[config.mk]
export PLATFORM = sky130hd
export DESIGN_NAME = fixpoint_mac
export DESIGN_NICKNAME = d
export VERILOG_FILES = /design/src/rtl/fixpoint_pkg.sv /design/src/rtl/fixpoint_resize.sv /design/src/rtl/fixpoint_mac.sv
export SDC_FILE = /design/constraint.sdc
export NUM_CORES = 1
export LEC_CHECK = 0
export ABC_AREA = 1
export CAP_MARGIN = 5
export CORE_UTILIZATION = 50
export CTS_CLUSTER_SIZE = 30
export DETAILED_ROUTE_END_ITERATION = 10
export GPL_TIMING_DRIVEN = 0
export PLACE_DENSITY_LB_ADDON = 0.3
export SLEW_MARGIN = 5
export SYNTH_ARGS = -nofsm -noshare
export SYNTH_HDL_FRONTEND = slang
export SYNTH_SLANG_ARGS = --single-unit
[constraint.sdc]
create_clock -name CLK -period 2.5 [get_ports CLK]
set_clock_uncertainty 0.2 [all_clocks]
set_input_delay 0.75 -clock CLK [delete_from_list [all_inputs] [get_ports CLK]]
set_output_delay 0.75 -clock CLK [all_outputs]
set_load 0.005 [all_outputs]
[src/rtl/fixpoint_pkg.sv]
// Shared fixed-point definitions: rounding-mode encodings, frame FSM states
// and the format-width helper used to size ports.
package fixpoint_pkg;

    localparam logic RND_TRUNC   = 1'b0;
    localparam logic RND_HALF_UP = 1'b1;

    typedef enum logic {
        ST_IDLE = 1'b0,
        ST_ACC  = 1'b1
    } state_e;

    function automatic int fmt_w(input int wi, input int wf);
        return wi + wf;
    endfunction

endpackage

[src/rtl/fixpoint_resize.sv]
// Combinational fixed-point format converter: aligns the fraction (truncate or
// round-half-up), then fits the integer part by saturating or wrapping.
module fixpoint_resize
    import fixpoint_pkg::*;
#(
    parameter int WII = 14,
    parameter int WFI = 7,
    parameter int WIO = 9,
    parameter int WFO = 6
) (
    input  logic [WII+WFI-1:0] in,
    input  logic               rnd_mode,
    input  logic               sat_en,
    output logic [WIO+WFO-1:0] out,
    output logic               ovf
);
    localparam int WIN = WII + WFI;
    localparam int WE  = WII + WFO + 1;   // one spare bit absorbs the rounding carry
    localparam int WO  = WIO + WFO;

    logic signed [WE-1:0] aligned;

    generate
        if (WFO >= WFI) begin : g_pad
            assign aligned = WE'(signed'(in)) <<< (WFO - WFI);
        end else begin : g_rnd
            localparam int SH = WFI - WFO;
            localparam logic [WIN:0] HALF = (WIN+1)'(1) << (SH - 1);
            logic signed [WIN:0] ext;
            logic signed [WIN:0] sum;
            assign ext     = (WIN+1)'(signed'(in));
            assign sum     = ext + ((rnd_mode == RND_HALF_UP) ? HALF : '0);
            assign aligned = WE'(sum >>> SH);
        end

        if (WO >= WE) begin : g_ext
            assign out = WO'(aligned);
            assign ovf = 1'b0;
        end else begin : g_narrow
            logic [WE-WO:0] top;
            logic           fits;
            assign top  = aligned[WE-1:WO-1];
            assign fits = (&top) | ~(|top);
            always_comb begin
                out = aligned[WO-1:0];
                ovf = 1'b0;
                if (!fits) begin
                    ovf = 1'b1;
                    if (sat_en)
                        out = aligned[WE-1] ? {1'b1, {(WO-1){1'b0}}} : {1'b0, {(WO-1){1'b1}}};
                end
            end
        end
    endgenerate

endmodule

[src/rtl/fixpoint_mac.sv]
// Framed fixed-point multiply-accumulate: multiply, accumulate per frame,
// then resize the frame total to the output format on a one-cycle strobe.
module fixpoint_mac
    import fixpoint_pkg::*;
#(
    parameter int WI1 = 5,
    parameter int WF1 = 4,
    parameter int WI2 = 7,
    parameter int WF2 = 3,
    parameter int WIA = 14,
    parameter int WFA = 7,
    parameter int WIO = 9,
    parameter int WFO = 6
) (
    input  logic                       CLK,
    input  logic                       RST,
    input  logic                       in_valid,
    input  logic                       in_last,
    input  logic [fmt_w(WI1,WF1)-1:0]  in1,
    input  logic [fmt_w(WI2,WF2)-1:0]  in2,
    input  logic                       rnd_mode,
    input  logic                       sat_en,
    output logic [fmt_w(WIO,WFO)-1:0]  out,
    output logic                       out_valid,
    output logic                       OVF
);
    localparam int W1  = fmt_w(WI1, WF1);
    localparam int W2  = fmt_w(WI2, WF2);
    localparam int WP  = W1 + W2;
    localparam int WA  = fmt_w(WIA, WFA);
    localparam int WO  = fmt_w(WIO, WFO);
    localparam int PSH = WFA - WF1 - WF2;
    localparam logic signed [WA-1:0] ACC_MAX = {1'b0, {(WA-1){1'b1}}};
    localparam logic signed [WA-1:0] ACC_MIN = {1'b1, {(WA-1){1'b0}}};

    generate
        if (WFA < WF1 + WF2 || WIA < WI1 + WI2) begin : g_bad_fmt
            $error("fixpoint_mac: accumulator format cannot hold the full-precision product");
        end
    endgenerate

    // Stage 1: full-precision product plus term qualifiers
    logic s1_vld_d, s1_vld_q, s1_last_d, s1_last_q;
    logic s1_rnd_d, s1_rnd_q, s1_sat_d, s1_sat_q;
    logic signed [WP-1:0] s1_prod_d, s1_prod_q;

    always_comb begin
        s1_vld_d  = in_valid;
        s1_last_d = in_valid & in_last;
        s1_rnd_d  = rnd_mode;
        s1_sat_d  = sat_en;
        s1_prod_d = WP'(signed'(in1)) * WP'(signed'(in2));
    end

    always_ff @(posedge CLK or negedge RST) begin
        if (!RST) begin
            s1_vld_q  <= 1'b0;
            s1_last_q <= 1'b0;
            s1_rnd_q  <= 1'b0;
            s1_sat_q  <= 1'b0;
            s1_prod_q <= '0;
        end else begin
            s1_vld_q  <= s1_vld_d;
            s1_last_q <= s1_last_d;
            s1_rnd_q  <= s1_rnd_d;
            s1_sat_q  <= s1_sat_d;
            s1_prod_q <= s1_prod_d;
        end
    end

    // Stage 2: frame FSM and accumulator
    state_e state_q, state_d;
    logic   acc_load, acc_add;

    always_ff @(posedge CLK or negedge RST) begin
        if (!RST) state_q <= ST_IDLE;
        else      state_q <= state_d;
    end

    always_comb begin
        state_d = state_q;
        if (s1_vld_q) state_d = s1_last_q ? ST_IDLE : ST_ACC;
    end

    always_comb begin
        acc_load = s1_vld_q && (state_q == ST_IDLE);
        acc_add  = s1_vld_q && (state_q == ST_ACC);
    end

    logic signed [WA-1:0] prod_ext, acc_d, acc_q;
    logic signed [WA:0]   sum;
    logic                 add_ovf, sticky_d, sticky_q;
    logic                 s2_done_d, s2_done_q, s2_rnd_d, s2_rnd_q, s2_sat_d, s2_sat_q;

    always_comb begin
        prod_ext  = WA'(s1_prod_q) <<< PSH;
        sum       = (WA+1)'(acc_q) + (WA+1)'(prod_ext);
        add_ovf   = sum[WA] ^ sum[WA-1];
        acc_d     = acc_q;
        sticky_d  = sticky_q;
        if (acc_load) begin
            acc_d    = prod_ext;
            sticky_d = 1'b0;
        end else if (acc_add) begin
            sticky_d = sticky_q | add_ovf;
            if (add_ovf && s1_sat_q) acc_d = sum[WA] ? ACC_MIN : ACC_MAX;
            else                     acc_d = sum[WA-1:0];
        end
        // Output modes travel with the last term; they only matter on s2_done_q
        s2_done_d = s1_last_q;
        s2_rnd_d  = s1_rnd_q;
        s2_sat_d  = s1_sat_q;
    end

    always_ff @(posedge CLK or negedge RST) begin
        if (!RST) begin
            acc_q     <= '0;
            sticky_q  <= 1'b0;
            s2_done_q <= 1'b0;
            s2_rnd_q  <= 1'b0;
            s2_sat_q  <= 1'b0;
        end else begin
            acc_q     <= acc_d;
            sticky_q  <= sticky_d;
            s2_done_q <= s2_done_d;
            s2_rnd_q  <= s2_rnd_d;
            s2_sat_q  <= s2_sat_d;
        end
    end

    // Stage 3: resize the finished frame total
    logic [WO-1:0] rs_out, out_d, out_q;
    logic          rs_ovf, out_valid_d, out_valid_q, ovf_d, ovf_q;

    fixpoint_resize #(
        .WII(WIA), .WFI(WFA), .WIO(WIO), .WFO(WFO)
    ) u_resize (
        .in      (acc_q),
        .rnd_mode(s2_rnd_q),
        .sat_en  (s2_sat_q),
        .out     (rs_out),
        .ovf     (rs_ovf)
    );

    always_comb begin
        out_valid_d = s2_done_q;
        ovf_d       = s2_done_q & (sticky_q | rs_ovf);
        out_d       = s2_done_q ? rs_out : out_q;
    end

    always_ff @(posedge CLK or negedge RST) begin
        if (!RST) begin
            out_q       <= '0;
            out_valid_q <= 1'b0;
            ovf_q       <= 1'b0;
        end else begin
            out_q       <= out_d;
            out_valid_q <= out_valid_d;
            ovf_q       <= ovf_d;
        end
    end

    assign out       = out_q;
    assign out_valid = out_valid_q;
    assign OVF       = ovf_q;

endmodule

**After elaboration in Yosys (flattened, before gate mapping)**

Index checks and enable logic that the tools add are counted.

- Register bits: 66
- Latch bits: 0
- RAM bits: 0
- Bits in read-only memories: 0
- Input port bits: 25
- Output and inout bits: 17
- Logic and storage cells: 43
- Memories: 0

- Add/subtract/negate cells: 2
- $mul: 1
- Div/mod/pow operators: 0
- $lt $le $gt $ge: 0
- Equal/unequal tests: 0
- Shift operators: 0
- Muxes and demuxes: 12
- Bitwise logic cells: 8
- Reduce and logical (&&, ||, !) cells: 6

Operator list:

| operator | number |
|---|---|
| 21-bit two-way mux | 4 |
| 15-bit two-way mux | 3 |
| 21-bit by 19-bit adder with 22-bit output | 1 |
| 21-bit by 2-bit adder with 22-bit output | 1 |
| 9-bit by 10-bit multiplier with 19-bit output | 1 |
| 7-bit AND reduction | 1 |
| 7-bit OR reduction | 1 |
| 1-bit two-way mux | 5 |
| 1-bit logical AND | 3 |
| 1-bit OR | 3 |
| 1-bit bitwise AND | 2 |
| 1-bit NOT | 2 |
| 2-bit nonzero test | 1 |
| 1-bit XOR | 1 |

**Depth between registers and ports, before layout**

Gate-level depths: netlist of the first run.

- Depth after elaboration: 8
- Gate-level depth with buffers: 20
- Gate-level depth less buffers: 19

**Cells and area by module**

A second synthesis of the first run with hierarchy kept.

- Cell total of the unflattened synthesis: 1,077
- Area, all modules: 8,204.1 µm²

Modules (own cells, without submodules):

| module | times used | cells an instance | area an instance (µm²) | sequential area each (µm²) |
|---|---|---|---|---|
| fixpoint_mac | 1 | 883 | 7,215.7 | 1,651.6 |
| fixpoint_resize | 1 | 194 | 988.4 | 0.0 |

**Worst setup path before layout of the first run**

No wires, ideal clock.

- Path type: in2reg
- From: input in2[0]
- To: register s1_prod_q[17]
- Setup time: 0.080 ns
- Data arrival time: 5.059 ns
- Required time: 2.220 ns
- Path slack: -2.839 ns
- Stages on the path: 17
- Buffers on the path: 1
- Cell sequence: clkbuf_1 > or2_2 > fa_1 > fa_1 > inv_1 > fa_1 > fa_1 > fa_1 > ha_1 > a21oi_1 > nand2_1 > a21oi_1 > o21ai_0 > nand2_1 > nand2_1 > a21oi_1 > xnor2_1

- Word-level cells in the longest chain between the ends: 1

Ends and longest elaborated chain:

| element | line | source |
|---|---|---|
| from (decl) | fixpoint_mac.sv:20 | `input logic [fmt_w(WI2,WF2)-1:0] in2,` |
| 9-bit by 10-bit multiplier with 19-bit output | fixpoint_mac.sv:52 | `s1_prod_d = WP'(signed'(in1)) * WP'(signed'(in2));` |
| via s1_prod_d[17] | fixpoint_mac.sv:45 | `logic signed [WP-1:0] s1_prod_d, s1_prod_q;` |
| to (signal assigned) | fixpoint_mac.sv:67 | `s1_prod_q <= s1_prod_d;` |
| to (decl) | fixpoint_mac.sv:45 |  |

The timed path passes the listed nets, and every way through them passes these cells.
A chain may end at the register's enable or synchronous reset.

**Worst setup path after layout of the first run**

- From: input in2[9]
- To: register s1_prod_q[16]

Same word-level chain as after synthesis.

==> results of run 1 <==
## flip-flops by register name, summed over array words and instances (netlist names)
register     flops
out_valid_d      1
out             15
s1_vld_q         1
acc_q           21
s2_sat_q         1
sticky_q         1
s1_rnd_q         1
s1_sat_q         1
state_q          1
out_valid        1
OVF              1
s2_rnd_q         1
s1_last_q        1
s1_prod_q       19
## cell type report
type                            count  share of cell area (%)
Buffer                             35                    4.03
Timing Repair Buffer               88                    7.56
Sequential cell                    66                    15.0
Inverter                          184                    6.44
Clock inverter                      7                   0.673
Multi-Input combinational cell    866                    61.9
Tap cell                          216                    2.42
Clock buffer                        9                    2.02
## worst max-delay path: cells and delay by family
family                   cells  cell delay [ps]
buffers and inverters        5              420
adder cells (fa/ha/maj)      6             2510
AND/OR/NAND/NOR              4              540
AO/OA/AOI/OAI                2              390
XOR/XNOR                     1              140
## synth_stat cells (5+ instances only)
library cell / instances / share of area, %
xor2_1: 25 / 2.7
xnor2_1: 21 / 2.3
o21ai_0: 20 / 1.2
dfrtp_1: 66 / 20
a31oi_1: 5 / 0.38
inv_1: 179 / 8.3
nor2_1: 62 / 2.9
a21oi_1: 33 / 2.0
ha_1: 62 / 9.5
clkbuf_1: 27 / 1.2
fa_1: 78 / 19
nand4_1: 9 / 0.69
nand2_2: 12 / 0.92
nand2_1: 459 / 21
nand3_1: 40 / 2.5
nor3_1: 8 / 0.49
buf_2: 6 / 0.37
## power by group
group,total (mW),leakage [nW],switching (mW),internal [mW]
Combinational,14.1,4.84,7.58,6.49
Sequential,2.26,0.787,0.664,1.60
Clock,1.30,0.150,0.523,0.779
Total,17.6,5.78,8.77,8.87
## repair_timing
item,in CTS,in global routing
setup endpoints to repair,52,53
gates cloned,2,2
resized for setup,117,156
pin swaps,56,85
setup buffers,41,24
## how the worst max path moves through the flow
| stage | start | to | slack (ps) | cells after the start |
|---|---|---|---|---|
| 2_1_floorplan | in2[0] | s1_prod_q[17] | -2480 | 17 |
| 3_3_place_gp | in1[8] | s1_prod_q[17] | -3330 | 18 |
| 3_5_place_dp | in1[8] | s1_prod_q[17] | -3330 | 18 |
| 4_1_cts | in2[0] | s1_prod_q[17] | -2160 | 17 |
| 5_1_grt | in2[9] | s1_prod_q[17] | -2310 | 20 |
| 6_report | in2[9] | s1_prod_q[16] | -2170 | 18 |
## through the flow
step	setup WS, ps	TNS, ps	cell area (µm²)
global placement	-3330	-161770	9190
floorplan	-2480	-28660	8690
CTS	-2160	-25950	10400
global route	-2310	-32970	11100
detailed placement	-3330	-51170	9190
finish	-2170	-29020	11100
## cells by family (layout without fill, tap and decap cells)
family                     after synthesis  after routing
buffers and inverters                  220            323
adders and majority gates              140            140
AOI/OAI and AO/OA                       67             67
and+or+nand+nor                        612            612
xor gates and xnor gates                47             47
DFF                                     66             66
## per-layer routing
layer | vias up | global-route usage [%] | share of wire, %
li1 | 3680 | - | -
met4 | 0 | 8.41 | 2.4
met1 | 3732 | 35.4 | 43
met3 | 51 | 4.21 | 5.5
met2 | 269 | 44.9 | 49
met5 | - | 0 | 0
==> metrics.yaml, run 1 <==
ctsRootBufferMaster: "clkbuf_16"
final_cells: 1471
vias_per_cell: 5.26
syn_area_mm2: 0.00814
whs_endpoint: "out_valid"
regArea_mm2: 0.00167
ys_seq_area_share_pct: 20.3
drive_gt1_share_pct: 27.8
syn2layout_area_growth_pct: 36.9
io_buffers: 23
power_mw: 17.6
synth_edf_count: 0
post-route-period-util_pct: 187
grt_overflow: 0
fillers: 1228
cts_buffer_depth: 2
muxShareOfSynthArea_pct: 0
grt_pass1_wl_um: 35300
grt_antenna_before_repair: 0
hold_start: "out_valid_d"
drtPass1Iterations: 5
n_antenna_cell: 0
die-area_mm2: 0.0168
start_util_pct: 51.3
synth_top_family_by_area: "simple AND/OR/NAND/NOR gates"
rows: 46
r2r_start: "acc_q[0]"
p_per_area_mw_per_mm2: 1580
multi_input_area_mm2: 0.00690
path_max_fanout: 5
synthAdderAreaFrac_pct: 28.7
critical_path_class: "input pin to flip-flop"
wl_per_cell_um: 15.1
htreeDepth: 3
leakagePower_nw: 5.78
grt_pass1_vias: 7474
worstHoldPathCells: 0
ys_ff_latch: 66
cts_num_sinks: 66
grt_max_degree: 67
dp_hpwl_um: 15400
dp_cells: 1391
required_ps: 2560
setup_viol: 36
layout_commonest_cell: "nand2_1"
drc: 0
cp.arrival_ps: 4730
netlist_instances: 1152
drtIter0Drc: 552
setup.worst_path.start_class: "input pin"
maxCapViolCount: 0
die_y_um: 130
place.gp.congestion: 0.902
finalMaxSlewViolations: 0
cts_inserted_buffers: 9
synthXorXnorAreaFrac_pct: 5.15
synth_compound_gate_area_share_pct: 4.44
path_clk_slew_ps: 60
timing.fmax_mhz: 214
relSlewSlack_pct: 46.0
synth_cell_types: 40
regToRegSetupSlack_ps: -200
synth-simple-area-share_pct: 30.9
async_flop_share_pct: 100
cts_hold_buf: 0
violations: "negative setup slack"
cts_tree: "done"
ant_nets: 0
crit_chain: "clkbuf_16 -> nand2_8 -> inv_6 -> fa_2 -> buf_4 -> fa_1 -> fa_1 -> inv_1 -> fa_1 -> inv_2 -> ha_4 -> ha_4 -> a21oi_4 -> nor2_4 -> nor3b_4 -> nand3_2 -> a31oi_4 -> xnor2_1"
finish.utilization_pct: 70.2
synth_area_per_cell_um2: 7.07
setup_slack_ps: -2170
crit_top_cell: "fa_1"
syn_nets: 1317
gr-usage-all-layers_pct: 26.8
hold_violations: 0
cpPeakStageDelay_ps: 640
rsz0062_at_grt: "true"
layout_min_cycle_time_ps: 4670
tightest_slew_ps: 811
synthFlopType: "dfrtp_1"
r2r-end: "acc_q[1]"
status: "finished with violations"
worstRegToRegCells: 15
vias: 7732
ioPinCount: 42
end_kind: "flip-flop"
core_area_mm2: 0.0159
whs_ps: 159
clk_latency_ps: 350
peakVddDrop_mv: 1.58
finalWirelength_um: 22300
final_cell_mix: "nand2_1 (390), inv_1 (163), fa_1 (71)"
cp_slowest_cell: "fa_2"
nets: 1415
dieWidth_um: 130
hold_class: "flip-flop to flip-flop"
synth_warnings: 0
No activity file was read; power rests on OpenSTA's default activity.
==> inputs of run 2 (changes only) <==
--- a/config.mk
+++ b/config.mk
@@ -12,6 +12,7 @@
 export DETAILED_ROUTE_END_ITERATION = 10
 export GPL_TIMING_DRIVEN = 0
 export PLACE_DENSITY_LB_ADDON = 0.3
+export RECOVER_POWER = 50
 export SLEW_MARGIN = 5
 export SYNTH_ARGS = -nofsm -noshare
 export SYNTH_HDL_FRONTEND = slang
==> metrics.yaml, run 2 (synthesized netlist as in run 1, its figures left out) <==
syn2layout_area_growth_pct: 36.8  # about the same
ioPinCount: 42  # unchanged
cts_buffer_depth: 2  # unchanged
grt_overflow: 0  # unchanged
tightest_slew_ps: 1610  # +797 ps
path_max_fanout: 5  # unchanged
end_kind: "flip-flop"
start_util_pct: 51.3  # unchanged
ant_nets: 0  # unchanged
nets: 1415  # unchanged
rows: 46  # unchanged
violations: "max-capacitance violations, max-slew violations, negative setup slack"
largest_register: "acc_q"
critical_path_class: "input pin to flip-flop"
dieWidth_um: 130  # unchanged
gr-usage-all-layers_pct: 26.8  # unchanged
rsz0062_at_grt: "true"
setup.worst_path.start_class: "input pin"
drive_gt1_share_pct: 27.7  # -0.080 points
vias: 7748  # +0.21%
finalWirelength_um: 22300  # unchanged
dp_hpwl_um: 15400  # unchanged
peakVddDrop_mv: 1.58  # about the same
grt_pass1_wl_um: 35300  # unchanged
io_buffers: 23  # unchanged
drtPass1Iterations: 6  # +1
dpl_worst_slack_ps: -3330  # unchanged
grt_pass1_vias: 7474  # unchanged
clk_latency_ps: 350  # about the same
maxCapViolCount: 1  # +1
status: "finished with violations"
hold_violations: 0  # unchanged
final_cell_mix: "nand2_1 (390), inv_1 (163), fa_1 (71)"
finalMaxSlewViolations: 67  # +67
place.gp.congestion: 0.902  # unchanged
layout_commonest_cell: "nand2_1"
cts_num_sinks: 66  # unchanged
whs_ps: 159  # -0.0980 ps
drtIter0Drc: 554  # +0.36%
grt_antenna_before_repair: 0  # unchanged
hold_class: "flip-flop to flip-flop"
grt_max_degree: 67  # unchanged
required_ps: 2560  # about the same
timing.fmax_mhz: 214  # about the same
htreeDepth: 3  # unchanged
relSlewSlack_pct: -7.19  # -53 points
die-area_mm2: 0.0168  # unchanged
ctsRootBufferMaster: "clkbuf_16"
largest_reg_flops: 21  # unchanged
n_antenna_cell: 0  # unchanged
cp.arrival_ps: 4730  # about the same
post-route-period-util_pct: 187  # about the same
wl_per_cell_um: 15.1  # unchanged
path_clk_slew_ps: 60  # about the same
vias_per_cell: 5.27  # +0.21%
leakagePower_nw: 5.77  # about the same
setup_viol: 36  # unchanged
drc: 0  # unchanged
die_y_um: 130  # unchanged
cts_tree: "done"
layout_min_cycle_time_ps: 4670  # -0.340 ps
cts_inserted_buffers: 9  # unchanged
regToRegSetupSlack_ps: -200  # about the same
p_per_area_mw_per_mm2: 1580  # about the same
core_area_mm2: 0.0159  # unchanged
setup_slack_ps: -2170  # +0.340 ps
-- run 2: layout make-up --
| type | count | area, µm² |
|---|---|---|
| clock inverter | 7 | 75.1 |
| buffer | 35 | 449 |
| multi-input combinational | 866 | 6900 |
| tap | 216 | 270 |
| timing repair buffer | 88 | 837 |
| fill | 1229 | 4740 |
| clock buffer | 9 | 225 |
| inverter | 184 | 718 |
| sequential | 66 | 1670 |
-- run 2: layer usage --
| metal | global-route usage [%] | vias up | routed length [µm] |
|---|---|---|---|
| met4 | 8.41 | 0 | 565 |
| met1 | 35.4 | 3737 | 9510 |
| li1 | - | 3682 | - |
| met3 | 4.21 | 55 | 1220 |
| met5 | 0 | - | 0 |
| met2 | 44.9 | 274 | 11000 |
-- run 2: where the power goes --
part | leakage, nW | total (mW) | switching, mW | internal (mW)
clock network | 0.150 | 1.30 | 0.522 | 0.778
registers | 0.787 | 2.26 | 0.662 | 1.60
logic | 4.84 | 14.1 | 7.58 | 6.49
total | 5.77 | 17.6 | 8.76 | 8.87
-- run 2: path summary, 6_finish.rpt --
kind | from | end | cells after the start
max in group asynchronous | RST | acc_q[16] | 1
min reg2reg | out_valid_d | out_valid | 0
max reg2reg | acc_q[0] | acc_q[1] | 15
min | out_valid_d | out_valid | 0
min in group asynchronous | RST | s1_rnd_q | 1
max | in2[9] | s1_prod_q[16] | 18
-- run 2: critical path, stage by stage --
cell       delay, ps
clkbuf_16        150
nand2_8           80
inv_6             30
fa_2             640
buf_4            140
fa_1             420
fa_1             490
inv_1             50
fa_1             490
inv_2             50
ha_4             260
ha_4             210
a21oi_4          160
nor2_4            60
nor3b_4          240
nand3_2          160
a31oi_4          220
xnor2_1          140
-- run 2: repair_timing --
item	in CTS	in global routing
pin swaps	56	85
buffers inserted	41	24
cloned	2	2
resized for setup	117	156
setup endpoints to repair	52	53
hold buffers	0	0
-- run 2: through the flow --
| stage | TNS [ps] | power, mW | cell area, µm² | cells | utilization (%) |
|---|---|---|---|---|---|
| after floorplan | -28660 | 9.82 | 8690 | 1152 | - |
| after CTS | -25950 | 15.0 | 10400 | 1450 | 65.5 |
| after detailed placement | -51170 | 11.9 | 9190 | 1391 | 57.8 |
| after global placement | -161770 | 11.7 | 9190 | 1391 | 57.8 |
| final | -29130 | 17.6 | 11100 | 1471 | 70.1 |
| after global routing | -33090 | 19.1 | 11100 | 1471 | 70.1 |
==> inputs of run 3 (changes only) <==
--- a/config.mk
+++ b/config.mk
@@ -7,12 +7,16 @@
 export LEC_CHECK = 0
 export ABC_AREA = 1
 export CAP_MARGIN = 5
-export CORE_UTILIZATION = 50
+export CELL_PAD_IN_SITES_DETAIL_PLACEMENT = 0
+export CELL_PAD_IN_SITES_GLOBAL_PLACEMENT = 1
+export CORE_UTILIZATION = 41
+export CTS_CLUSTER_DIAMETER = 40
 export CTS_CLUSTER_SIZE = 30
 export DETAILED_ROUTE_END_ITERATION = 10
 export GPL_TIMING_DRIVEN = 0
 export PLACE_DENSITY_LB_ADDON = 0.3
 export RECOVER_POWER = 50
+export SKIP_CTS_REPAIR_TIMING = 1
 export SLEW_MARGIN = 5
 export SYNTH_ARGS = -nofsm -noshare
 export SYNTH_HDL_FRONTEND = slang
==> metrics.yaml, run 3 (synthesized netlist as in run 1, its figures left out) <==
multi_input_area_mm2: 0.00654  # -5.2%
final_cell_mix: "nand2_1 (423), inv_1 (169), fa_1 (73)"
nets: 1384  # -2.2%
cts_inserted_buffers: 9  # unchanged
largest_register: "acc_q"
grt_pass1_wl_um: 33800  # -4.0%
drtIter0Drc: 345  # -38%
drtPass1Iterations: 5  # -1
maxCapViolCount: 1  # unchanged
timing.fmax_mhz: 213  # -0.43%
layout_commonest_cell: "nand2_1"
htreeDepth: 3  # unchanged
setup_viol: 45  # +25%
cts_buffer_depth: 2  # unchanged
die_y_um: 143  # +10%
wl_per_cell_um: 14.1  # -7.1%
hold_class: "flip-flop to flip-flop"
vias_per_cell: 4.71  # -11%
hold_start: "s1_rnd_q"
required_ps: 2540  # -20 ps
core_area_mm2: 0.0195  # +23%
ant_nets: 0  # unchanged
placed_area_mm2: 0.00927  # +0.89%
hold_violations: 0  # unchanged
leakagePower_nw: 5.47  # -5.3%
status: "finished with violations"
power_mw: 15.1  # -14%
vias: 7019  # -9.4%
whs_endpoint: "s2_rnd_q"
end_kind: "flip-flop"
syn2layout_area_growth_pct: 28.5
drive_gt1_share_pct: 21.2  # -6.5 points
die-area_mm2: 0.0204  # +22%
violations: "max-capacitance violations, max-slew violations, negative setup slack"
peakVddDrop_mv: 0.563  # -64%
grt_antenna_before_repair: 0  # unchanged
io_buffers: 23  # unchanged
rsz0062_at_grt: "true"
cp.arrival_ps: 4730  # about the same
tightest_slew_ps: 1590  # -16.0 ps
path_max_fanout: 10  # +5
layout_min_cycle_time_ps: 4690  # +20.3 ps
largest_reg_flops: 21  # unchanged
setup_slack_ps: -2190  # -20.3 ps
clk_latency_ps: 330  # -20 ps
r2r-end: "acc_q[9]"
worstRegToRegCells: 14  # -1
dpl_worst_slack_ps: -3330  # -5.99 ps
finish.utilization_pct: 53.8  # -16 points
ctsRootBufferMaster: "clkbuf_16"
relSlewSlack_pct: -6.12  # +1.1 points
worstHoldPathCells: 0  # unchanged
fillers: 1914  # +56%
path_clk_slew_ps: 50  # about the same
p_per_area_mw_per_mm2: 1440  # -8.7%
start_util_pct: 41.8  # -9.4 points
regArea_mm2: 0.00167  # about the same
ioPinCount: 42  # unchanged
dieWidth_um: 143  # +10%
cts_tree: "done"
rows: 51  # +11%
gr-usage-all-layers_pct: 21.0  # -5.7 points
place.gp.congestion: 0.939  # +4.1%
finalMaxSlewViolations: 32  # -52%
r2r_start: "acc_q[13]"
regToRegSetupSlack_ps: -170  # +30 ps
grt_overflow: 0  # unchanged
post-route-period-util_pct: 188  # +0.81 points
postLayoutCellArea_mm2: 0.0105  # -6.1%
drc: 0  # unchanged
n_antenna_cell: 0  # unchanged
grt_pass1_vias: 6854  # -8.3%
setup.worst_path.start_class: "input pin"
finalWirelength_um: 20900  # -5.9%
cts_num_sinks: 66  # unchanged
dp_hpwl_um: 16500  # +7.4%
grt_max_degree: 37  # -45%
critical_path_class: "input pin to flip-flop"
## run 3: layout make-up
class                      count  area share (%)
multi-input combinational    866            62.5
sequential                    66            16.0
inverter                     184            6.77
timing repair buffer          56            4.85
buffer                        36            3.89
tap                          265            3.17
clock buffer                  11            2.32
clock inverter                 5           0.514
## run 3: critical path, cell delays in order
cell and delay (ps):
buf_12 90, inv_8 40, or2_4 240, fa_1 470, fa_1 490, inv_1 50, fa_1 480, fa_1 560
fa_1 450, ha_4 280, a21oi_2 130, nand2_2 90, a21oi_4 170, o21ai_2 80, nand2_1 60, nand2_1 60
a21oi_2 130, xnor2_1 120
## run 3: how the worst max path moves through the flow
stage           start       endpoint  slack, ps  cells past startpoint
3_3_place_gp   in1[8]  s1_prod_q[17]      -3310                     18
5_1_grt        in1[8]  s1_prod_q[17]      -2350                     18
6_report       in1[8]  s1_prod_q[17]      -2190                     18
2_1_floorplan  in2[0]  s1_prod_q[17]      -2480                     17
3_5_place_dp   in1[8]  s1_prod_q[17]      -3330                     18
4_1_cts        in1[8]  s1_prod_q[17]      -2980                     18
## run 3: metal layers
layer / routed length, µm / part of all wire (%) / global-route usage [%]
met1: 10000 / 48 / 28.9
met2: 10100 / 48 / 36.0
met3: 574 / 2.7 / 1.74
met4: 274 / 1.3 / 4.58
met5: 0 / 0 / 0
## run 3: per-stage QoR
stage / instances / setup TNS [ps] / hold slack [ps]
2_1_floorplan: 1152 / -28660 / 131
3_3_place_gp: 1440 / -175510 / 139
3_5_place_dp: 1441 / -53850 / 150
4_1_cts: 1457 / -48720 / 159
5_1_grt: 1489 / -34340 / 170
6_report: 1489 / -28110 / 158
## run 3: where the power goes
group          switching [mW]  internal (mW)
clock                   0.490          0.796
sequential              0.618           1.60
combinational            6.32           5.29
